**config.mk**
```make
export PLATFORM = sky130hd
export DESIGN_NAME = sw_word_loader
export DESIGN_NICKNAME = d
export VERILOG_FILES = /design/src/rtl/sw_word_loader.sv
export SDC_FILE = /design/constraint.sdc
export NUM_CORES = 1
export LEC_CHECK = 0
export ABC_CLOCK_PERIOD_IN_PS = 1300
export BUFFER_PORTS_ARGS = -buffer_cell sky130_fd_sc_hd__buf_2
export CAP_MARGIN = 20
export CORE_MARGIN = 3
export CORE_UTILIZATION = 45
export CTS_BUF_LIST = sky130_fd_sc_hd__clkbuf_8
export DETAILED_ROUTE_END_ITERATION = 12
export GPL_TIMING_DRIVEN = 0
export PLACE_DENSITY = 0.72
export SYNTH_ARGS = -nofsm -noshare
export SYNTH_HDL_FRONTEND = slang
export SYNTH_SLANG_ARGS = --single-unit
```
**constraint.sdc**
```tcl
create_clock -name clk -period 1.3 [get_ports clk]
set_clock_uncertainty 0.2 [all_clocks]
set_input_delay 0.26 -clock clk [delete_from_list [all_inputs] [get_ports clk]]
set_output_delay 0.26 -clock clk [all_outputs]
set_load 0.01 [all_outputs]
```
**src/rtl/sw_word_loader.sv**
```systemverilog
// sw_word_loader: switch-driven byte loader that assembles a WIDTH-bit word and hands it out over valid/ready.
// Latency: a commit edge shows up on out_valid/out_word one cycle later; led follows writes/pointer moves in the same cycle.
// Backpressure: while a word is held (out_valid=1, out_ready=0) out_word is frozen and further commits are dropped, setting the sticky ovf flag.
//
// Ports:
//   clk, reset        - single clock, synchronous active-high reset
//   sw[7:0]           - switch byte written on a rising edge of wr
//   wr, nxt, commit   - level inputs; only their rising edges act
//   out_ready         - consumer accepts out_word
//   out_word, out_valid - committed word and its valid flag
//   ptr               - selected byte index (0 = bits 7:0)
//   led[7:0]          - staging byte at ptr, from registers only
//   ovf               - sticky: a commit was dropped while the output was held
//
// Build option: define SWLOAD_AUTOINC_EN to advance ptr after every write.
module sw_word_loader #(
  parameter int WIDTH = 16
) (
  input  logic                 clk,
  input  logic                 reset,
  input  logic [7:0]           sw,
  input  logic                 wr,
  input  logic                 nxt,
  input  logic                 commit,
  input  logic                 out_ready,
  output logic [WIDTH-1:0]     out_word,
  output logic                 out_valid,
  output logic [((WIDTH/8) > 1 ? $clog2(WIDTH/8) : 1)-1:0] ptr,
  output logic [7:0]           led,
  output logic                 ovf
);

  localparam int NBYTES = WIDTH / 8;
  localparam int PW     = (NBYTES > 1) ? $clog2(NBYTES) : 1;

  typedef enum logic {
    EMPTY = 1'b0,
    FULL  = 1'b1
  } state_t;

  // Edge-history registers (reset to 1 so a level held through reset is not an edge)
  logic wr_hist_q,     wr_hist_d;
  logic nxt_hist_q,    nxt_hist_d;
  logic commit_hist_q, commit_hist_d;

  logic [WIDTH-1:0] stage_q,     stage_d;
  logic [PW-1:0]    ptr_q,       ptr_d;
  logic [WIDTH-1:0] out_word_q,  out_word_d;
  logic             out_valid_q, out_valid_d;
  logic             ovf_q,       ovf_d;
  logic [7:0]       led_q,       led_d;
  state_t           state_q,     state_d;

  logic wr_edge;
  logic nxt_edge;
  logic commit_edge;
  logic advance;

  always_comb begin
    wr_edge       = wr     & ~wr_hist_q;
    nxt_edge      = nxt    & ~nxt_hist_q;
    commit_edge   = commit & ~commit_hist_q;
    wr_hist_d     = wr;
    nxt_hist_d    = nxt;
    commit_hist_d = commit;

    // Write lands at the current (old) pointer, before any advance this cycle
    stage_d = stage_q;
    if (wr_edge) begin
      for (int i = 0; i < NBYTES; i++) begin
        if (ptr_q == PW'(i)) stage_d[i*8 +: 8] = sw;
      end
    end

`ifdef SWLOAD_AUTOINC_EN
    // wr and nxt together still move the pointer by exactly one
    advance = nxt_edge | wr_edge;
`else
    advance = nxt_edge;
`endif

    ptr_d = ptr_q;
    if (advance) begin
      if (ptr_q == PW'(NBYTES - 1)) ptr_d = '0;
      else                          ptr_d = ptr_q + PW'(1);
    end

    // led is registered from the next-state staging/pointer so it never
    // lags a write or pointer move and has no combinational path from sw
    led_d = 8'h00;
    for (int i = 0; i < NBYTES; i++) begin
      if (ptr_d == PW'(i)) led_d = stage_d[i*8 +: 8];
    end

    // Output handshake; commits capture stage_q, i.e. the value before any
    // same-cycle write
    state_d    = state_q;
    out_word_d = out_word_q;
    ovf_d      = ovf_q;
    case (state_q)
      EMPTY: begin
        if (commit_edge) begin
          out_word_d = stage_q;
          state_d    = FULL;
        end
      end
      FULL: begin
        if (out_ready) begin
          if (commit_edge) out_word_d = stage_q;
          else             state_d    = EMPTY;
        end else if (commit_edge) begin
          ovf_d = 1'b1;
        end
      end
      default: state_d = EMPTY;
    endcase
    out_valid_d = (state_d == FULL);
  end

  always_ff @(posedge clk) begin
    if (reset) begin
      wr_hist_q     <= 1'b1;
      nxt_hist_q    <= 1'b1;
      commit_hist_q <= 1'b1;
      stage_q       <= '0;
      ptr_q         <= '0;
      out_word_q    <= '0;
      out_valid_q   <= 1'b0;
      ovf_q         <= 1'b0;
      led_q         <= 8'h00;
      state_q       <= EMPTY;
    end else begin
      wr_hist_q     <= wr_hist_d;
      nxt_hist_q    <= nxt_hist_d;
      commit_hist_q <= commit_hist_d;
      stage_q       <= stage_d;
      ptr_q         <= ptr_d;
      out_word_q    <= out_word_d;
      out_valid_q   <= out_valid_d;
      ovf_q         <= ovf_d;
      led_q         <= led_d;
      state_q       <= state_d;
    end
  end

  assign out_word  = out_word_q;
  assign out_valid = out_valid_q;
  assign ptr       = ptr_q;
  assign led       = led_q;
  assign ovf       = ovf_q;

endmodule

```
==> summary.txt <==
Worst-Margin Slew: 500 ps
H-tree Lvls: 2
Final worst path period share: 1.11
Netlist cell types: 23
Reg power frac: 0.539
Post-Synthesis Cells: 163
Critical path arrival: 1430 ps
Hold Fails Final Rpt: 0
Reg2Reg Depth: 4
DR pass1 iterations: 5
Synthesized flop and latch total: 46
Power per cell area: 1220 mW/mm^2
CP Launch Type: register
Area of the multi-input gates: 797 um^2
Synthesized area: 0.00160 mm^2
Slew headroom: 0.666
Ant diodes: 0
Critical Path RT: 1280 ps
Mean area per synthesized cell: 9.79 um^2
Clock edge transition at the registers on the reported setup and hold paths: 80 ps
Number of vias per cell: 5.03
Failing checks: negative setup slack
TritonCTS clock tree: done
CP max FO: 8
Setup violators final: 20
Fmax: 690 MHz
WL/cell: 14.5 um
CTS Buf Count: 5
Commonest non-fill, non-tap cells in the layout: dfxtp_1, buf_2, nand2_1, nor2_1, a21oi_1
FP Rows: 20
Seq/Total Area, Yosys: 0.577
Hold depth: 3
Syn_nets: 177
Clock buffer depth: 2
GP Congestion: 0.776
Outcome: finished, violations left
Ys Warns: 0
DRC Markers: 0
Top cell type's share of synthesized area: 0.577
DP Wirelength: 2470 um
Die Footprint: 0.00430 mm^2
Sw Share: 0.223
RSZ-0062 raised after global routing: yes
Top Ports: 41
Delay of the slowest cell on the worst path: 350 ps
Clk pwr share: 0.375
First-pass GRT wire length: 5870 um
Initial antenna violation count: 0
Die Y: 65.5 um
Fin Setup TNS: -1930 ps
Via count: 1308
Synth area leaders: dfxtp_1, mux2i_1, nand2_1, a21oi_1, nor2_1
Vias in the first global route: 1335
Core ar.: 0.00320 mm^2
Seq. cell area: 925 um^2
Fillers: 265
Layout area overhead: 38.8%
Congestion Overflow GR: 0
Crit. End Element: register
Share of cells above drive strength 1: 0.403
Slowest stage cell, crit path: dfxtp_2
Largest net degree at the start of global routing: 17
Die width: 65.5 um
Critical-path cell list: nor3b_2, buf_6, mux2i_4, o22ai_2
Max-cap violations: 0
Worst Hold Class: primary input to register
Antenna Nets Post-Route: 0
Yosys top cell by area: dfxtp_1
Clk_lat worst skew: 300 ps
Most common cell after layout, fill and taps aside: dfxtp_1
Routed Wire Length: 3780 um
Initial core utilization: 0.498
Gate power share: 0.086
Pleak: 0.901 nW
Fin crit period: 1450 ps
Critical path type: register to register
GRT Util Overall: 0.182
Initial drt markers: 67
PortBufs: 40
Place WS: -140 ps
Worst VDD drop: 0.831 mV
Root buffer cell: clkbuf_8
PnR worst setup slack: -148 ps
Net Sw Power: 0.000603 W
Max-slew violations: 0
Clock sink total: 46
Int Power: 0.00211 W
Nets: 229
[layer usage]
| metal | track usage | share of wire |
|---|---|---|
| met2 | 0.320 | 0.51 |
| met4 | 0.0596 | 0.012 |
| met5 | 0 | 0 |
| met1 | 0.201 | 0.41 |
| met3 | 0.0667 | 0.070 |
[cell type report]
type / count / share of cell area
plain buffers: 9 / 0.0339
clock buffers: 5 / 0.0311
clock inverters: 3 / 0.0169
inverters: 1 / 0.00169
multi-input cells: 106 / 0.360
flip-flops and latches: 46 / 0.418
well taps: 44 / 0.0249
repair buffers: 46 / 0.114
[critical path, delay by kind of cell, from the launching register on]
kind | cells | cell delay [ps]
AOI/OAI and AO/OA | 1 | 100
buffers and inverters | 1 | 220
DFF | 1 | 350
muxes | 1 | 280
and+or+nand+nor | 1 | 180
[synth_stat cells]
master	count
buf_4	2
clkbuf_2	1
a21oi_1	18
inv_1	1
o22ai_2	2
or2_2	3
nor2_4	1
o22ai_1	6
nor2b_1	2
buf_2	3
nor2b_4	1
mux2i_1	16
nor3b_2	1
nand2_1	32
buf_6	1
nand2b_1	3
dfxtp_1	46
or2_0	1
nand3b_1	1
nor2_1	17
xnor2_1	1
clkbuf_1	3
nand2_2	1
[timing repair]
item	in CTS	in global routing
gates cloned	0	1
hold buffers	3	0
buffers inserted	2	0
endpoints found under the hold margin	3	0
gates resized for setup	14	23
endpoints found under the setup margin	31	40
pin swaps	2	2
[power by group through the flow]
stage | Combinational, W | Sequential, W | Clock (W)
finish | 0.000232 | 0.00146 | 0.00102
global route | 0.000248 | 0.00146 | 0.00111
detailed placement | 0.000179 | 0.00149 | 0
floorplan | 0.000105 | 0.00149 | 0
CTS | 0.000205 | 0.00146 | 0.00103
global placement | 0.000174 | 0.00149 | 0
[stage by stage]
stage,util,cells,hold WS (ps),total power [W],area [um^2]
3_3_place_gp,0.583,247,241,0.00166,1870
5_1_grt,0.691,260,60.9,0.00282,2210
4_1_cts,0.651,259,38.9,0.00269,2080
2_1_floorplan,-,163,167,0.00160,1610
3_5_place_dp,0.583,247,243,0.00167,1870
6_report,0.691,260,47.0,0.00271,2210
[logic make-up (layout without fill, tap and decap cells)]
logic type             after synthesis  after routing  share of synthesized area
buffers and inverters               11             64                     0.0384
flip-flops                          46             46                      0.577
AND/OR/NAND/NOR                     63             63                      0.183
XOR/XNOR                             1              1                    0.00549
AO/OA/AOI/OAI                       26             26                     0.0957
multiplexers                        16             16                      0.100
[final timing paths]
path / from / endpoint / slack (ps)
worst max-delay path: ptr$_SDFF_PP0_ / led[3]$_SDFF_PP0_ / -150
worst min-delay path: sw[2] / stage_q[10]$_SDFF_PP0_ / 50
worst max register to register: ptr$_SDFF_PP0_ / led[3]$_SDFF_PP0_ / -150
worst min register to register: out_word[6]$_SDFFE_PP0P_ / out_word[6]$_SDFFE_PP0P_ / 250
Note: power is estimated with default switching activity, not from simulation.
